`src/rtl/slot2gmii_tx.sv`:
```
// Slot RAM to GMII transmit engine: walks length-prefixed frames in a TX slot and sends them with preamble/SFD and IFG.
// Optional macro TX_CRC_APPEND_EN: pad short frames to 60 bytes and append a CRC-32 FCS.
module slot2gmii_tx #(
    parameter int ADDR_W  = 14,
    parameter int MAX_LEN = 1518,
    parameter int IFG     = 12
) (
    input  logic              gmii_tx_clk,
    input  logic              sys_rst,
    input  logic              tx_start,
    output logic              tx_busy,
    output logic              tx_done,
    output logic              tx_err,
    output logic [15:0]       tx_frame_cnt,
    output logic              ram_rd_en,
    output logic [ADDR_W-1:0] ram_addr,
    input  logic [15:0]       ram_q,
    output logic [7:0]        gmii_txd,
    output logic              gmii_tx_en
);

    // HDR and HDRCHK of the next frame run inside the gap, so only IFG-2 dedicated gap cycles remain
    localparam int GAP_CYCLES = (IFG > 2) ? IFG - 2 : 0;
    localparam logic [17:0] SLOT_WORDS = 18'd1 << ADDR_W;

`ifdef TX_CRC_APPEND_EN
    typedef enum logic [2:0] {IDLE, HDR, HDRCHK, PRE, DATA, GAP, PAD, FCS} state_t;
`else
    typedef enum logic [2:0] {IDLE, HDR, HDRCHK, PRE, DATA, GAP} state_t;
`endif

    state_t state, state_next, after_frame;

    logic [ADDR_W:0]   hdr_ptr;
    logic [ADDR_W-1:0] data_ptr;
    logic [15:0]       frame_len;
    logic [15:0]       byte_idx;
    logic [15:0]       byte_idx_inc;
    logic [2:0]        pre_cnt;
    logic [7:0]        gap_cnt;
    logic [7:0]        low_byte;
    logic [15:0]       hdr_len;
    logic [17:0]       hdr_end;
    logic              last_data;
    logic [7:0]        txd_next;
    logic              tx_en_next;
    logic              done_next;
    logic              err_next;

`ifdef TX_CRC_APPEND_EN
    logic [31:0] crc;
    logic [1:0]  fcs_idx;

    function automatic logic [31:0] crc_update(input logic [31:0] c, input logic [7:0] d);
        logic [31:0] r;
        r = c;
        for (int i = 0; i < 8; i++) begin
            if (r[0] ^ d[i]) r = (r >> 1) ^ 32'hEDB88320;
            else             r = r >> 1;
        end
        return r;
    endfunction
`endif

    assign hdr_len      = {ram_q[7:0], ram_q[15:8]};
    assign hdr_end      = 18'(hdr_ptr) + 18'd1 + ((18'(hdr_len) + 18'd1) >> 1);
    assign byte_idx_inc = byte_idx + 16'd1;
    assign last_data    = (byte_idx_inc == frame_len);
    assign after_frame  = (GAP_CYCLES == 0) ? HDR : GAP;
    assign tx_busy      = (state != IDLE);

    always_ff @(posedge gmii_tx_clk or posedge sys_rst) begin
        if (sys_rst) state <= IDLE;
        else         state <= state_next;
    end

    always_comb begin
        state_next = state;
        ram_rd_en  = 1'b0;
        ram_addr   = '0;
        txd_next   = 8'h00;
        tx_en_next = 1'b0;
        done_next  = 1'b0;
        err_next   = 1'b0;
        case (state)
            IDLE: if (tx_start) state_next = HDR;
            HDR: begin
                if (hdr_ptr[ADDR_W]) begin
                    done_next  = 1'b1;
                    state_next = IDLE;
                end else begin
                    ram_rd_en  = 1'b1;
                    ram_addr   = hdr_ptr[ADDR_W-1:0];
                    state_next = HDRCHK;
                end
            end
            HDRCHK: begin
                if (hdr_len == 16'd0) begin
                    done_next  = 1'b1;
                    state_next = IDLE;
                end else if (hdr_len > 16'(MAX_LEN) || hdr_end > SLOT_WORDS) begin
                    err_next   = 1'b1;
                    state_next = IDLE;
                end else begin
                    state_next = PRE;
                end
            end
            PRE: begin
                tx_en_next = 1'b1;
                if (pre_cnt == 3'd7) begin
                    txd_next   = 8'hD5;
                    ram_rd_en  = 1'b1;
                    ram_addr   = data_ptr;
                    state_next = DATA;
                end else begin
                    txd_next = 8'h55;
                end
            end
            DATA: begin
                // Even bytes come straight from the fresh word; odd bytes from the held low half
                tx_en_next = 1'b1;
                txd_next   = byte_idx[0] ? low_byte : ram_q[15:8];
                if (byte_idx[0] && !last_data) begin
                    ram_rd_en = 1'b1;
                    ram_addr  = data_ptr;
                end
                if (last_data) begin
`ifdef TX_CRC_APPEND_EN
                    state_next = (byte_idx_inc < 16'd60) ? PAD : FCS;
`else
                    state_next = after_frame;
`endif
                end
            end
`ifdef TX_CRC_APPEND_EN
            PAD: begin
                tx_en_next = 1'b1;
                if (byte_idx_inc == 16'd60) state_next = FCS;
            end
            FCS: begin
                tx_en_next = 1'b1;
                txd_next   = ~crc[{fcs_idx, 3'b000} +: 8];
                if (fcs_idx == 2'd3) state_next = after_frame;
            end
`endif
            GAP: if (gap_cnt == 8'(GAP_CYCLES - 1)) state_next = HDR;
            default: state_next = IDLE;
        endcase
    end

    always_ff @(posedge gmii_tx_clk or posedge sys_rst) begin
        if (sys_rst) begin
            gmii_txd     <= 8'h00;
            gmii_tx_en   <= 1'b0;
            tx_done      <= 1'b0;
            tx_err       <= 1'b0;
            tx_frame_cnt <= 16'h0000;
            hdr_ptr      <= '0;
            data_ptr     <= '0;
            frame_len    <= 16'h0000;
            byte_idx     <= 16'h0000;
            pre_cnt      <= 3'd0;
            gap_cnt      <= 8'd0;
            low_byte     <= 8'h00;
`ifdef TX_CRC_APPEND_EN
            crc          <= 32'hFFFFFFFF;
            fcs_idx      <= 2'd0;
`endif
        end else begin
            gmii_txd   <= txd_next;
            gmii_tx_en <= tx_en_next;
            tx_done    <= done_next;
            tx_err     <= err_next;
            // tx_en only ever falls at the end of a completed frame
            if (gmii_tx_en && !tx_en_next) tx_frame_cnt <= tx_frame_cnt + 16'd1;
            if (ram_rd_en && state != HDR) data_ptr <= data_ptr + 1'b1;
            case (state)
                IDLE: if (tx_start) hdr_ptr <= '0;
                HDRCHK: begin
                    frame_len <= hdr_len;
                    hdr_ptr   <= hdr_end[ADDR_W:0];
                    data_ptr  <= hdr_ptr[ADDR_W-1:0] + 1'b1;
                    pre_cnt   <= 3'd0;
                    byte_idx  <= 16'h0000;
                    gap_cnt   <= 8'd0;
`ifdef TX_CRC_APPEND_EN
                    crc       <= 32'hFFFFFFFF;
                    fcs_idx   <= 2'd0;
`endif
                end
                PRE: pre_cnt <= pre_cnt + 3'd1;
                DATA: begin
                    if (!byte_idx[0]) low_byte <= ram_q[7:0];
                    byte_idx <= byte_idx_inc;
`ifdef TX_CRC_APPEND_EN
                    crc <= crc_update(crc, txd_next);
`endif
                end
`ifdef TX_CRC_APPEND_EN
                PAD: begin
                    byte_idx <= byte_idx_inc;
                    crc      <= crc_update(crc, txd_next);
                end
                FCS: fcs_idx <= fcs_idx + 2'd1;
`endif
                GAP: gap_cnt <= gap_cnt + 8'd1;
                default: ;
            endcase
        end
    end

endmodule
```
`config.mk`:
```
export PLATFORM = sky130hd
export DESIGN_NAME = slot2gmii_tx
export DESIGN_NICKNAME = d
export VERILOG_FILES = /design/src/rtl/slot2gmii_tx.sv
export SDC_FILE = /design/constraint.sdc
export NUM_CORES = 1
export LEC_CHECK = 0
export BUFFER_PORTS_ARGS = -buffer_cell sky130_fd_sc_hd__buf_4
export CORE_ASPECT_RATIO = 1.2
export CORE_MARGIN = 10
export CORE_UTILIZATION = 40
export DETAILED_ROUTE_END_ITERATION = 8
export SETUP_SLACK_MARGIN = 0.4
export SYNTH_ARGS = -nofsm -noshare
export SYNTH_HDL_FRONTEND = slang
export SYNTH_SLANG_ARGS = --single-unit
```
`constraint.sdc`:
```
create_clock -name gmii_tx_clk -period 4.5 [get_ports gmii_tx_clk]
set_clock_uncertainty 0.15 [all_clocks]
set_input_delay 0 -clock gmii_tx_clk [delete_from_list [all_inputs] [get_ports gmii_tx_clk]]
set_output_delay 0 -clock gmii_tx_clk [all_outputs]
set_load 0.02 [all_outputs]
```
==> results by group, run 1 <==
Synth
  • Syn Nets: 816
  • Post-synthesis sequential area ratio: 39.6%
  • Synth Area per Inst: 9.02 µm²
  • Mapped Area: 6960 µm²
  • Top FF cell, synth: dfrtp_1
  • Ys Warns: 0
  • Synth top area cells: dfrtp_1 (40%), xnor2_1 (6.3%), nand2_1 (6.2%), ha_1 (4.5%), o21ai_0 (3.7%)
  • Register bit total from synthesis: 110
  • Dominant cell type by area after synthesis: dfrtp_1
  • Asr flop ratio synth: 100%
  • Synth cell types: 68
  • Number of synthesized flops with an enable pin: 0
  • Synth top area share: 39.6%
  • Post-synthesis cell count: 771

Detailed routing
  • Avg Vias per Cell: 5.67
  • Vias: 5962
  • Drt first pass iters: 6
  • Wire length per cell: 17.6 µm
  • Initial detailed-routing violation count: 482
  • Antenna Violating Nets Remaining: 0
  • Final wirelength: 18500 µm
  • Residual DRC: 0

Placed design
  • I/O Buffers: 61
  • Place WS: 0.759 ns
  • GPL Wtd Cong: 0.890
  • HPWL after detailed placement: 13600 µm

Job
  • Maxcap violations: 0

Die
  • Rows: 52
  • Die Span X: 140 µm
  • Die area: 23100 µm²
  • Starting density of the core: 41.0%
  • Die height: 164 µm
  • # IOs: 62
  • Core ar.: 17000 µm²

Layout
  • Commonest non-fill, non-tap cell in the layout: nand2_1
  • Synthesis-to-layout area growth: 15.7%
  • Fill cells: 1630
  • Net count, final: 875
  • Most frequent cells in the layout: nand2_1 (114), dfrtp_1 (110), buf_4 (68)
  • Multi-input logic area: 3990 µm²
  • Sequential Area: 2750 µm²
  • Antenna cell count: 0
  • Layout cells sized above 1: 14.0%

Hold path
  • Worst hold-check path type: in -> async

Pwr
  • Pleak: 3.53 nW
  • PwrDens: 244 nW/µm²
  • Peak VDD IR: 0.000177 V
  • Pwr Total: 1.96 mW

Timing
  • Fmax: 254 MHz
  • Post-route minimum period: 3.93 ns
  • Max-slew headroom: 19.2%
  • Worst-margin pin slew: 1.21 ns
  • Final WS setup: 0.567 ns
  • Final Hold Vio Count: 0
  • Setup TNS: 0 ns
  • Final Slew Violations: 0
  • Setup Viol. Count Final: 0
  • Final Cycle Share: 87.4%
  • RSZ-0062 raised after global routing: false

CTS
  • Htree depth: 3
  • Clock tree buffer depth: 2
  • CTS tree: yes
  • Clock Tree Root: clkbuf_16
  • Total CTS buffers: 9
  • Clock transition at path regs: 0.08 ns
  • Worst skew pair latency: 0.36 ns
  • Num Clock Sinks: 110
  • CTS resizes: 0

Worst setup path
  • Critical Path RT: 4.65 ns
  • CP bufs+invs: 5
  • Critical path's top delay family: compound AO/OA/AOI/OAI gates
  • Most frequent CP cell: inv_1
  • Crit path arrival time: 4.08 ns
  • CP max-delay cell: dlygate4sd3_1
  • Worst-path fanout max: 5
  • Critical path class: in -> reg
  • CP startpoint kind: input pin
  • Worst path max stage delay: 0.55 ns
  • Critical Path Sink Type: register
  • CP cell instances: dlygate4sd3_1, buf_4, inv_1, ha_1, inv_1, ha_1, inv_1, fa_1, a21o_1, a21o_1, a2111o_1, a31oi_1, xnor2_1, or4b_1, o41a_1, o32a_1, nand2b_1

GRT
  • Initial antenna violation count: 0
  • Vias in the first global route: 6190
  • Global Route Usage Sum: 16.1%
  • Pin count of the biggest net entering global routing: 64
  • Global-route wire length before repair: 30800 µm
  • GR Overflow Total: 0

Status
  • Status: finished, final reports clean
## final cells by class
type,instances,share of cell area (%)
well taps,216,3.36
multi-input cells,608,49.5
repair buffers,86,8.58
inverters,15,0.731
clock inverters,6,0.637
flip-flops and latches,110,34.2
clock buffers,10,2.97
## layer usage
metal | wire length (µm) | part of all wire [%] | global-route usage (%)
met1 | 7860 | 43 | 18.8
met2 | 9170 | 50 | 28.0
met3 | 742 | 4.0 | 2.50
met4 | 716 | 3.9 | 8.55
met5 | 0 | 0 | 0
## registers in the layout, summed over array words and instances (netlist names)
name and cells:
tx_done 1, low_byte 8, gmii_tx_en 1, pre_cnt 3, state 3, tx_err 1
hdr_ptr 15, frame_len 16, tx_frame_cnt 16, data_ptr 14, byte_idx 16, gap_cnt 8
gmii_txd 8
## what timing repair did
| item | 4_1_cts | 5_1_grt |
|---|---|---|
| hold buffers | 18 | 0 |
| endpoints found under the setup margin | 0 | 0 |
| endpoints found under the hold margin | 95 | 0 |
| setup buffers | 0 | 0 |
## path summary, 6_finish.rpt
| path | from | end | slack (ns) | cells past startpoint |
|---|---|---|---|---|
| worst max register to register | hdr_ptr[0] | state[1] | 0.80 | 13 |
| worst min-delay path | sys_rst | tx_frame_cnt[15] | 0.21 | 3 |
| max in group asynchronous | sys_rst | low_byte[4] | 2.82 | 4 |
| worst min register to register | pre_cnt[1] | pre_cnt[1] | 0.33 | 2 |
| worst max-delay path | ram_q[8] | state[1] | 0.57 | 17 |
| min in group gmii_tx_clk | ram_q[6] | frame_len[14] | 0.28 | 4 |
## cells in the mapped netlist (3+ instances only)
cell      count
nand3_1      46
o21ai_0      51
o31a_1        4
mux2i_1      15
clkbuf_1     27
a21o_1       10
mux2_2       12
nor3_1       11
a22o_1       29
buf_1         3
nor2b_1       5
and3_1       10
o31ai_1       5
buf_2         4
a21oi_1      22
nand2b_1      9
nor3b_1       5
o21a_1        6
dfrtp_1     110
buf_6         3
xor2_1       26
nand3b_1      4
o22ai_1       4
or2_2         7
ha_1         25
or3_1         8
nand2_1     114
inv_1        15
xnor2_1      50
a31oi_1       7
nor2_1       53
nor4_1        9
a41oi_1       4
nand4_1      11
## per-stage QoR
step	instances	instance area [µm²]	hold slack [ns]	utilization (%)
after floorplan	771	6960	-0.0446	-
after global placement	1017	7580	0.0664	44.6
after detailed placement	1017	7580	0.0749	44.6
after CTS	1051	8050	0.248	47.4
after global routing	1051	8050	0.274	47.4
final	1051	8050	0.214	47.4
## worst reg2reg max path, stage by stage, from the launching register on
cell	delay [ns]
dfrtp_1	0.43
inv_1	0.10
ha_1	0.18
inv_1	0.06
fa_1	0.39
a21o_1	0.19
a21o_1	0.20
a2111o_1	0.41
a31oi_1	0.21
xnor2_1	0.10
or4b_1	0.51
o41a_1	0.44
o32a_1	0.21
nand2b_1	0.07
## power breakdown
part | internal [mW] | switching, mW | leakage, nW
clock | 0.400 | 0.396 | 0.139
combinational | 0.0668 | 0.0944 | 2.02
sequential | 0.997 | 0.00673 | 1.37
## logic make-up after synthesis
group / count (synthesis) / share of synthesized area, %
AND/OR/NAND/NOR: 310 / 22.0
AO/OA/AOI/OAI: 168 / 16.5
flip-flops: 110 / 39.6
XOR/XNOR: 76 / 9.57
buffers and inverters: 53 / 3.31
multiplexers: 28 / 4.26
adder cells (fa/ha/maj): 26 / 4.78
Power figures use the tool's default switching activity.
==> run 2, diff against run 1 <==
--- a/config.mk
+++ b/config.mk
@@ -5,7 +5,8 @@
 export SDC_FILE = /design/constraint.sdc
 export NUM_CORES = 1
 export LEC_CHECK = 0
-export BUFFER_PORTS_ARGS = -buffer_cell sky130_fd_sc_hd__buf_4
+export ABC_AREA = 1
+export BUFFER_PORTS_ARGS = -buffer_cell sky130_fd_sc_hd__buf_2
 export CORE_ASPECT_RATIO = 1.2
 export CORE_MARGIN = 10
 export CORE_UTILIZATION = 40
==> run 2 against run 1 <==
Against the previous run: combinational power rose to 12 times the previous value; fmax rose by 10%; worst setup slack improved by 0.36 ns; critical endpoint is now state[0].
==> results by group, run 2 <==
Detailed routing
  • Initial detailed-routing violation count: 338
  • Antenna Violating Nets Remaining: 0
  • Vias: 6230
  • Drt first pass iters: 5
  • Wire length per cell: 14.2 µm
  • Avg Vias per Cell: 4.98
  • Final wirelength: 17700 µm
  • Residual DRC: 0

Placed design
  • Cell Area, Placed: 7480 µm²
  • Placed insts: 1216
  • Place WS: 1.21 ns
  • HPWL after detailed placement: 13500 µm
  • GPL Wtd Cong: 0.862
  • I/O Buffers: 61

Synth
  • Synth Area per Inst: 7.31 µm²
  • Top FF cell, synth: dfrtp_1
  • Number of synthesized flops with an enable pin: 0
  • Register bit total from synthesis: 110
  • Syn Nets: 999
  • Ys Warns: 0
  • Synth top area share: 39.5%
  • Most common cell in the netlist: nand2_1
  • Synth top area cells: dfrtp_1 (39%), nand2_1 (15%), inv_1 (7.9%), o21ai_0 (5.0%), ha_1 (4.5%)
  • Top cell types by occurrence after synthesis: nand2_1 (273), inv_1 (147), dfrtp_1 (110)
  • Dominant cell type by area after synthesis: dfrtp_1
  • Mapped Area: 6970 µm²
  • Synth cell types: 40
  • Post-synthesis cell count: 954
  • Post-synthesis sequential area ratio: 39.5%
  • Asr flop ratio synth: 100%

Timing
  • Final WS setup: 0.924 ns
  • Final Slew Violations: 0
  • Post-route minimum period: 3.58 ns
  • Hold WS: 0.254 ns
  • Final Hold Vio Count: 0
  • Fmax: 280 MHz
  • Worst-margin pin slew: 0.970 ns
  • RSZ-0062 raised after global routing: false
  • Setup TNS: 0 ns
  • Final Cycle Share: 79.5%
  • Setup Viol. Count Final: 0
  • Max-slew headroom: 35.4%

Die
  • # IOs: 62
  • Starting density of the core: 41.0%
  • Die height: 165 µm
  • Die area: 23100 µm²
  • Core ar.: 17000 µm²
  • Die Span X: 141 µm
  • Rows: 52

Pwr
  • Power share of the combinational group: 44.4%
  • Sequential share of power: 35.6%
  • Pleak: 4.11 nW
  • Sw Pwr: 1.90 mW
  • Internal power: 2.37 mW
  • PwrDens: 535 nW/µm²
  • Clock power frac: 20.0%
  • Peak VDD IR: 0.000247 V
  • Switching share of power: 44.5%
  • Pwr Total: 4.26 mW

Worst setup path
  • FF-to-FF setup slack: 1.70 ns
  • Critical Path RT: 4.65 ns
  • Critical path class: in -> reg
  • Worst-path fanout max: 6
  • Critical Path Sink Type: register
  • CP startpoint kind: input pin
  • Crit path arrival time: 3.73 ns

GRT
  • Global-route wire length before repair: 30100 µm
  • Vias in the first global route: 6126
  • Pin count of the biggest net entering global routing: 79
  • GR Overflow Total: 0
  • Global Route Usage Sum: 15.9%
  • Initial antenna violation count: 1

Layout
  • Synthesis-to-layout area growth: 14.3%
  • Net count, final: 1074
  • Most frequent cells in the layout: nand2_1 (273), inv_1 (146), dfrtp_1 (110)
  • Final non-filler cell total: 1251
  • Fill cells: 1755
  • Multi-input logic area: 3560 µm²
  • Final core occ: 46.9%
  • Commonest non-fill, non-tap cell in the layout: nand2_1
  • Sequential Area: 2750 µm²
  • Final Instance Area: 7960 µm²
  • Layout cells sized above 1: 11.5%
  • Largest registers: byte_idx x16, frame_len x16, tx_frame_cnt x16

CTS
  • Clock transition at path regs: 0.08 ns
  • Clock tree buffer depth: 2
  • Clock Tree Root: clkbuf_16
  • Post-CTS setup buffers: 0
  • Post-cts hold buffer count: 18
  • Htree depth: 3
  • Num Clock Sinks: 110
  • CTS tree: yes
  • Total CTS buffers: 9
  • CTS resizes: 0
  • Worst skew pair latency: 0.36 ns

Job
  • Maxcap violations: 0

Status
  • Status: finished, final reports clean

Hold path
  • Worst hold-check path type: in -> async
run 2: final cells by class:
type,instances,area share [%]
tap,216,3.39
multi-input combinational,677,44.7
antenna,1,0.0314
sequential,110,34.6
inverter,149,7.05
timing repair buffer,82,6.38
clock buffer,10,2.88
clock inverter,6,0.958
run 2: critical path, stage by stage:
cell and delay [ns]:
dlygate4sd3_1 0.57, buf_2 0.14, inv_1 0.10, nor4_1 0.55
nand2_1 0.22, nor4_1 0.39, xor2_1 0.19, inv_1 0.06
ha_1 0.34, a21oi_1 0.21, nand2_1 0.08, a21oi_1 0.18
nand2_1 0.08, nand2_1 0.06, nand2_1 0.06, nor2_1 0.09
nand3_1 0.08, nand2_1 0.09, nand3_1 0.09, nand2_1 0.07
nand2_1 0.04, nand2_1 0.05
run 2: power groups by stage:
stage	combinational, mW	sequential [mW]	clock, mW
floorplan	1.43	1.52	0
global placement	1.89	1.53	0
detailed placement	1.90	1.53	0
CTS	1.93	1.52	0.875
global route	2.20	1.56	0.904
finish	1.89	1.52	0.852
run 2: final timing paths:
kind	from	end	cells after the start
max in group asynchronous	sys_rst	frame_len[2]	4
worst max register to register	byte_idx[0]	data_ptr[12]	14
worst min register to register	tx_frame_cnt[15]	tx_frame_cnt[15]	1
worst min-delay path	sys_rst	tx_frame_cnt[13]	3
worst max-delay path	ram_q[8]	state[0]	22
min in group gmii_tx_clk	tx_frame_cnt[15]	tx_frame_cnt[15]	1
run 2: per-layer routing:
metal	global-route usage [%]	vias to the layer above	share of wire (%)	wire length, µm
li1	-	3212	-	-
met1	19.2	2883	44	7860
met2	27.2	102	50	8810
met3	2.64	33	3.3	578
met4	6.86	0	2.7	485
met5	0	-	0	0
run 2: kinds of logic after synthesis:
| group | count (synthesis) | share of synthesized area (%) |
|---|---|---|
| mux | 2 | 0.323 |
| fa+ha+maj | 26 | 4.77 |
| compound gates | 150 | 12.7 |
| flops | 110 | 39.5 |
| simple gates | 461 | 28.5 |
| xor+xnor | 38 | 4.77 |
| buf+inv | 167 | 9.39 |
